<file path="config.mk">
export PLATFORM = sky130hd
export DESIGN_NAME = arbiter_puf_array
export DESIGN_NICKNAME = d
export VERILOG_FILES = /design/src/rtl/puf_pkg.sv /design/src/rtl/puf_chain.sv /design/src/rtl/arbiter_puf_array.sv
export SDC_FILE = /design/constraint.sdc
export NUM_CORES = 1
export LEC_CHECK = 0
export ABC_AREA = 0
export CAP_MARGIN = 10
export CORE_MARGIN = 2
export CORE_UTILIZATION = 45
export CTS_CLUSTER_DIAMETER = 100
export DETAILED_ROUTE_END_ITERATION = 8
export PLACE_DENSITY = 0.77
export SLEW_MARGIN = 20
export SYNTH_ARGS = -nofsm -noshare
export SYNTH_HDL_FRONTEND = slang
export SYNTH_HIERARCHICAL = 1
export SYNTH_SLANG_ARGS = --single-unit
</file>
<file path="constraint.sdc">
create_clock -name clk -period 1.5 [get_ports clk]
set_input_delay 0.3 -clock clk [delete_from_list [all_inputs] [get_ports clk]]
set_output_delay 0.3 -clock clk [all_outputs]
set_load 0.01 [all_outputs]
</file>
<file path="src/rtl/puf_pkg.sv">
// Shared types and helpers for the arbiter PUF array: FSM states, challenge
// scrambling (used when PUF_CHAL_SCRAMBLE_EN is defined), parameter legality checks.
package puf_pkg;

  typedef enum logic [2:0] {
    IDLE,
    DRAIN,
    FIRE,
    SAMPLE,
    VOTE,
    HOLD
  } puf_state_e;

  localparam int unsigned CHAL_MAX = 64;
  localparam int unsigned CHAL_IW  = $clog2(CHAL_MAX);

  // Rotate the low len bits of chal left by idx mod len, then invert them all for odd idx.
  function automatic logic [CHAL_MAX-1:0] chal_scramble(input logic [CHAL_MAX-1:0] chal,
                                                        input int unsigned len,
                                                        input int unsigned idx);
    logic [CHAL_MAX-1:0] v_out;
    int unsigned         v_rot;
    v_out = '0;
    v_rot = idx % len;
    for (int unsigned b = 0; b < len; b++) begin
      v_out[CHAL_IW'((b + v_rot) % len)] = chal[CHAL_IW'(b)] ^ idx[0];
    end
    return v_out;
  endfunction

  function automatic bit n_eval_legal(input int unsigned n);
    return (n >= 1) && (n % 2 == 1);
  endfunction

  function automatic bit settle_legal(input int unsigned s);
    return s >= 3;
  endfunction

  function automatic bit c_length_legal(input int unsigned c);
    return (c >= 1) && (c <= CHAL_MAX);
  endfunction

endpackage

</file>
<file path="src/rtl/puf_chain.sv">
// One arbiter PUF delay line: C_LENGTH crossed/straight mux pairs racing a launch
// edge, resolved by an arbiter flop clocked by path A that samples path B.
module puf_chain #(
  parameter int unsigned C_LENGTH = 8
) (
  input  logic                i_launch,
  input  logic [C_LENGTH-1:0] i_challenge,
  output logic                o_arb
);

  (* dont_touch = "true" *) logic [C_LENGTH:0] w_a;
  (* dont_touch = "true" *) logic [C_LENGTH:0] w_b;
  (* dont_touch = "true" *) logic              r_arb;

  assign w_a[0] = i_launch;
  assign w_b[0] = i_launch;

  for (genvar s = 0; s < C_LENGTH; s++) begin : g_stage
    assign w_a[s+1] = i_challenge[s] ? w_b[s] : w_a[s];
    assign w_b[s+1] = i_challenge[s] ? w_a[s] : w_b[s];
  end

  // Deliberately unreset: its value is the physical race outcome.
  always_ff @(posedge w_a[C_LENGTH]) begin
    r_arb <= w_b[C_LENGTH];
  end

  assign o_arb = r_arb;

endmodule

</file>
<file path="src/rtl/arbiter_puf_array.sv">
// Multi-chain arbiter PUF engine: FSM-driven launch, 2-flop sync, majority vote over
// N_EVAL races, valid/ready result. Define PUF_CHAL_SCRAMBLE_EN to decorrelate chain challenges.
module arbiter_puf_array
  import puf_pkg::*;
#(
  parameter int unsigned C_LENGTH   = 8,
  parameter int unsigned N_CHAINS   = 4,
  parameter int unsigned N_EVAL     = 5,
  parameter int unsigned SETTLE_CYC = 4
) (
  input  logic                clk,
  input  logic                rst,
  input  logic                start,
  input  logic [C_LENGTH-1:0] challenge,
  output logic                busy,
  output logic                resp_valid,
  input  logic                resp_ready,
  output logic [N_CHAINS-1:0] response,
  output logic [N_CHAINS-1:0] stable
);

  localparam int unsigned CW = $clog2(N_EVAL + 1);
  localparam int unsigned PW = $clog2(SETTLE_CYC);

  if (!n_eval_legal(N_EVAL)) begin : g_bad_n_eval
    $error("arbiter_puf_array: N_EVAL must be odd and >= 1");
  end
  if (!settle_legal(SETTLE_CYC)) begin : g_bad_settle
    $error("arbiter_puf_array: SETTLE_CYC must be >= 3");
  end
  if (!c_length_legal(C_LENGTH)) begin : g_bad_c_length
    $error("arbiter_puf_array: C_LENGTH out of range");
  end

  puf_state_e          r_state;
  logic [PW-1:0]       r_phase;
  logic [CW-1:0]       r_eval;
  logic [CW-1:0]       r_cnt [N_CHAINS];
  logic [C_LENGTH-1:0] r_chal;
  logic                r_pulse;
  logic [N_CHAINS-1:0] r_sync1;
  logic [N_CHAINS-1:0] r_sync2;
  logic [N_CHAINS-1:0] w_arb;
  logic [C_LENGTH-1:0] w_chain_chal [N_CHAINS];

  for (genvar i = 0; i < N_CHAINS; i++) begin : g_chain
`ifdef PUF_CHAL_SCRAMBLE_EN
    assign w_chain_chal[i] = C_LENGTH'(chal_scramble(CHAL_MAX'(r_chal), C_LENGTH, i));
`else
    assign w_chain_chal[i] = r_chal;
`endif
    puf_chain #(
      .C_LENGTH(C_LENGTH)
    ) u_chain (
      .i_launch   (r_pulse),
      .i_challenge(w_chain_chal[i]),
      .o_arb      (w_arb[i])
    );
  end

  // Arbiter outputs change asynchronously to clk; metastability flops carry no reset.
  always_ff @(posedge clk) begin
    r_sync1 <= w_arb;
    r_sync2 <= r_sync1;
  end

  always_ff @(posedge clk) begin
    if (rst) begin
      r_state    <= IDLE;
      r_phase    <= '0;
      r_eval     <= '0;
      r_chal     <= '0;
      r_pulse    <= 1'b0;
      busy       <= 1'b0;
      resp_valid <= 1'b0;
      response   <= '0;
      stable     <= '0;
      for (int unsigned i = 0; i < N_CHAINS; i++) r_cnt[i] <= '0;
    end else begin
      unique case (r_state)
        IDLE: begin
          if (start) begin
            r_chal  <= challenge;
            r_phase <= '0;
            r_eval  <= '0;
            busy    <= 1'b1;
            r_state <= DRAIN;
            for (int unsigned i = 0; i < N_CHAINS; i++) r_cnt[i] <= '0;
          end
        end
        DRAIN: begin
          if (r_phase == PW'(SETTLE_CYC - 1)) begin
            r_phase <= '0;
            r_pulse <= 1'b1;
            r_state <= FIRE;
          end else begin
            r_phase <= r_phase + 1'b1;
          end
        end
        FIRE: begin
          if (r_phase == PW'(SETTLE_CYC - 1)) begin
            r_phase <= '0;
            r_pulse <= 1'b0;
            r_state <= SAMPLE;
          end else begin
            r_phase <= r_phase + 1'b1;
          end
        end
        SAMPLE: begin
          for (int unsigned i = 0; i < N_CHAINS; i++) begin
            r_cnt[i] <= r_cnt[i] + CW'(r_sync2[i]);
          end
          r_eval  <= r_eval + 1'b1;
          r_state <= (r_eval == CW'(N_EVAL - 1)) ? VOTE : DRAIN;
        end
        VOTE: begin
          for (int unsigned i = 0; i < N_CHAINS; i++) begin
            response[i] <= r_cnt[i] > CW'(N_EVAL / 2);
            stable[i]   <= (r_cnt[i] == '0) || (r_cnt[i] == CW'(N_EVAL));
          end
          resp_valid <= 1'b1;
          r_state    <= HOLD;
        end
        HOLD: begin
          if (resp_valid && resp_ready) begin
            resp_valid <= 1'b0;
            busy       <= 1'b0;
            r_state    <= IDLE;
          end
        end
        default: begin
          r_state    <= IDLE;
          r_pulse    <= 1'b0;
          busy       <= 1'b0;
          resp_valid <= 1'b0;
        end
      endcase
    end
  end

endmodule

</file>
==> results of run 1 <==
metrics by stage:
stage	worst slack [ps]	TNS (ps)	instances	area, sq um
CTS	8.67	0	256	2200
detailed placement	-392	-6130	248	2080
global route	3.89	0	256	2230
global placement	-400	-6050	248	2080
finish	39.0	0	256	2230
floorplan	24.1	0	176	1790
final timing paths:
check	start	cells after the start	to	slack, ps
min	r_sync1[2]	0	r_sync2[2]	330
max reg2reg	r_state[1]	3	r_cnt[1][1]	110
max	response[3]	1	response[3]	40
min reg2reg	r_sync1[2]	0	r_sync2[2]	330
worst reg2reg max path: cells and delay by family, from the launching register on:
kind	cells	cell delay, ps
flops	1	370
compound gates	1	170
simple gates	2	580
routing by layer:
metal	GRT usage (%)	vias to the layer above	routed length [um]
li1	-	667	-
met1	21.6	597	1590
met2	26.4	19	1500
met3	3.55	8	110
met4	10.7	0	102
met5	0	-	0
registers in the layout (all words and copies together), names as in the netlist:
name / count
r_sync1: 4
r_pulse: 1
resp_valid: 1
r_sync2: 4
g_chain.u_chain/o_arb: 4
response: 4
busy: 1
r_cnt: 12
r_phase: 2
stable: 4
r_eval: 3
r_state: 3
where the power goes:
part	internal (mW)	switching, mW
Sequential	1.27	0.121
Combinational	0.495	0.477
Clock	0.418	0.374
final cells by class:
type	instances	area, sq um	area share (%)
clock buffers	7	96.3	4.32
clock inverters	1	7.51	0.336
inverters	4	15.0	0.673
multi-input cells	119	802	35.9
flip-flops and latches	43	951	42.6
well taps	48	60.1	2.69
repair buffers	34	300	13.5
==> impl_metrics.csv, run 1 <==
group,metric,value,unit
run_status,status,"finished clean",
die,core-area,3740,sq um
timing,period_needed,1460,ps
die,placementRows,22,
timing,fin_crit_sh,97.4,%
pwr,p_per_area,1410,nW/um^2
timing,max_freq,0.684,GHz
critical_path,cpPeakStageDelay,530,ps
die,start_util,47.9,%
clock_network,clk_pin_slew,80,ps
timing,worst_slew_pin_slew,287,ps
critical_path,endpoint_kind,"output pin",
clock_network,post_cts_buffers,0,
critical_path,cp_data_arrival_time,1160,ps
timing,unclocked_regs,4,
timing,skew,7.87,ps
synth,syn_avg_cell_area,10.2,sq um
timing,fin_worst_hold_slack,331,ps
route,finalWirelength,3310,um
placement,gp_congestion,0.799,
finish,area_growth,24.6,%
hold_path,hold_path_class,"reg -> reg",
die,io-pin-count,22,
critical_path,crit_path_cell_trace,"clkdlybuf4s50_1",
synth,syn_inst,176,
critical_path,cp_slowest_cell,"clkdlybuf4s50_1",
clock_network,numCtsBuffers,5,
grt,grt-ovfl-total,0,
grt,grt_use_total,17.1,%
clock_network,clockBufferDepth,2,
timing,slew_headroom,80.8,%
clock_network,insertion_delay,300,ps
route,first_pass_iters,4,
route,drc,0,
placement,dp_hpwl,2370,um
finish,drive_above_1_share,19.7,%
grt,grt_max_degree,20,
route,via_per_inst,5.04,
placement,port_buffers,13,
flow_run,drv_cap,0,
clock_network,post_cts_resized,6,
clock_network,htree_levels,2,
synth,ys_warn_count,6,
finish,utilization,59.6,%
synth,synth_nets,199,
pwr,leakagePower,1.00,nW
critical_path,critPathBufInv,1,
clock_network,cts_root_buffer,"clkbuf_8",
die,dieArea,4500,sq um
grt,grt_pass1_vias,1215,
finish,fin_nets,230,
timing,finalMaxSlewViolations,0,
finish,final_common_cell,"dfxtp_1",
timing,untimed_endpoints,8,
finish,diodes,0,
critical_path,worstPathMaxFanout,2,
route,vias,1291,
timing,setup_viol,0,
clock_network,cts_tree,"done",
critical_path,start_kind,"register",
grt,grt_pass1_wl,5490,um
route,initialDrtViolationCount,92,
pwr,total_power,3.15,mW
route,postRouteAntennaNets,0,
timing,rsz0062_at_grt,"no",
timing,hold_viol,0,
die,die_h,67.1,um
critical_path,cp_top_family,"buffers and inverters",
finish,fillers,350,
critical_path,worst_ep_required_time,1200,ps
pwr,max-vdd-ir-drop,0.653,mV
die,die_w,67.1,um
clock_network,cts_hold_buf,0,
critical_path,setup.worst_path.class,"reg -> out",
synth,synth_area,1790,sq um
grt,grt_antenna_before_repair,0,
route,wl_per_cell,12.9,um
finish,final_cell_mix,"34 x dfxtp_1, 21 x buf_4, 16 x nor2_1",
No activity file was read; power rests on OpenSTA's default activity.
==> run 2: changes to the inputs <==
==> constraint.sdc (replaced) <==
create_clock -name clk -period 1.5 [get_ports clk]
set_input_delay 0.3 -clock clk [delete_from_list [all_inputs] [get_ports clk]]
set_output_delay 0.3 -clock clk [all_outputs]
set_load 0.005 [all_outputs]
==> impl_metrics.csv, run 2 (synthesized netlist as in run 1, its figures left out) <==
group,metric,value,unit
clock_network,post_cts_buffers,0,
grt,grt_pass1_vias,1217,
timing,period_needed,1450,ps
die,die_h,67.1,um
timing,fin_worst_hold_slack,330,ps
timing,fin_crit_sh,96.4,%
critical_path,rrSetupSlack,110,ps
route,first_pass_iters,4,
finish,final_common_cell,"dfxtp_1",
clock_network,cts_tree,"done",
timing,setup_viol,0,
timing,skew,6.90,ps
critical_path,cpPeakStageDelay,500,ps
placement,placed_cell_area,2080,sq um
route,postRouteAntennaNets,0,
clock_network,insertion_delay,300,ps
placement,place_ws,-392,ps
clock_network,clk_pin_slew,80,ps
finish,largest_register_ffs,12,
die,die_w,67.1,um
finish,utilization,59.4,%
die,io-pin-count,22,
route,finalWirelength,3310,um
critical_path,cp_top_family,"buffers and inverters",
pwr,p_per_area,1410,nW/um^2
critical_path,cp_slowest_cell,"clkdlybuf4s50_1",
grt,grt_use_total,17.1,%
critical_path,crit_path_cell_trace,"clkdlybuf4s50_1",
placement,gp_congestion,0.799,
placement,port_buffers,13,
hold_path,min_path_cells,0,
timing,finalMaxSlewViolations,0,
flow_run,drv_cap,0,
pwr,leakagePower,0.905,nW
grt,grt_pass1_wl,5500,um
timing,rsz0062_at_grt,"no",
clock_network,numCtsBuffers,5,
placement,dp_hpwl,2370,um
timing,max_freq,0.692,GHz
finish,stdcell_area,2220,sq um
critical_path,r2r.worst_path.cells,6,
die,core-area,3740,sq um
route,initialDrtViolationCount,96,
clock_network,cts_root_buffer,"clkbuf_8",
critical_path,setup.worst_path.class,"reg -> out",
finish,diodes,0,
critical_path,start_kind,"register",
timing,untimed_endpoints,8,
critical_path,endpoint_kind,"output pin",
run_status,status,"finished clean",
timing,hold_viol,0,
timing,slew_headroom,80.7,%
grt,grt_max_degree,20,
timing,worst_slack,54.4,ps
route,drc,0,
clock_network,htree_levels,2,
hold_path,hold_path_class,"reg -> reg",
critical_path,cp_data_arrival_time,1150,ps
clock_network,clockBufferDepth,2,
critical_path,cp.depth,1,
timing,unclocked_regs,4,
route,via_per_inst,5.06,
finish,regMostFlops,"r_cnt",
finish,drive_above_1_share,20.7,%
timing,tns,0,ps
critical_path,critPathBufInv,1,
finish,fin_nets,230,
grt,grt-ovfl-total,0,
finish,final_cell_mix,"32 x dfxtp_1, 21 x buf_4, 16 x nor2_1",
grt,grt_antenna_before_repair,0,
finish,area_growth,24.2,%
die,dieArea,4500,sq um
clock_network,cts_hold_buf,0,
pwr,max-vdd-ir-drop,0.652,mV
die,start_util,47.9,%
timing,worst_slew_pin_slew,289,ps
critical_path,worst_ep_required_time,1200,ps
critical_path,worstPathMaxFanout,4,
route,vias,1296,
die,placementRows,22,
route,wl_per_cell,12.9,um
## run 2: worst reg2reg max path, stage by stage, from the launching register on
cell	delay (ps)
dfxtp_1	400
buf_4	160
nand2b_1	80
buf_4	150
or2_2	280
a21o_1	160
a21oi_1	100
## run 2: repair_timing
action,4_1_cts,5_1_grt
pin swaps,2,0
setup endpoints to repair,13,17
resized for setup,6,5
## run 2: metrics by stage
| stage | power [mW] | instances |
|---|---|---|
| final | 3.14 | 256 |
| after global routing | 3.35 | 256 |
| after CTS | 3.14 | 256 |
| after detailed placement | 2.31 | 248 |
| after global placement | 2.29 | 248 |
| after floorplan | 1.94 | 176 |
## run 2: where the power goes
part / total (mW) / switching (mW) / leakage, nW / internal, mW
logic: 0.958 / 0.449 / 0.480 / 0.510
registers: 1.39 / 0.123 / 0.375 / 1.27
clock network: 0.790 / 0.372 / 0.0505 / 0.418
total: 3.14 / 0.944 / 0.905 / 2.20
## run 2: final cells by class
class / instances / area [sq um]
Clock buffer: 7 / 96.3
Tap cell: 48 / 60.1
Fill cell: 352 / 1520
Inverter: 4 / 15.0
Multi-Input combinational cell: 119 / 802
Sequential cell: 43 / 953
Clock inverter: 1 / 7.51
Timing Repair Buffer: 34 / 290
## run 2: routing by layer
| metal | GRT usage, % | up-vias | wire [um] |
|---|---|---|---|
| met5 | 0 | - | 0 |
| met3 | 3.55 | 8 | 106 |
| li1 | - | 665 | - |
| met2 | 26.4 | 22 | 1520 |
| met4 | 10.7 | 0 | 102 |
| met1 | 21.7 | 601 | 1580 |
## run 2: path summary, 6_finish.rpt
| path | startpoint | to |
|---|---|---|
| setup / recovery | resp_valid | resp_valid |
| hold / removal | r_sync1[2] | r_sync2[2] |
| setup reg to reg | r_state[0] | r_pulse |
| hold reg to reg | r_sync1[2] | r_sync2[2] |
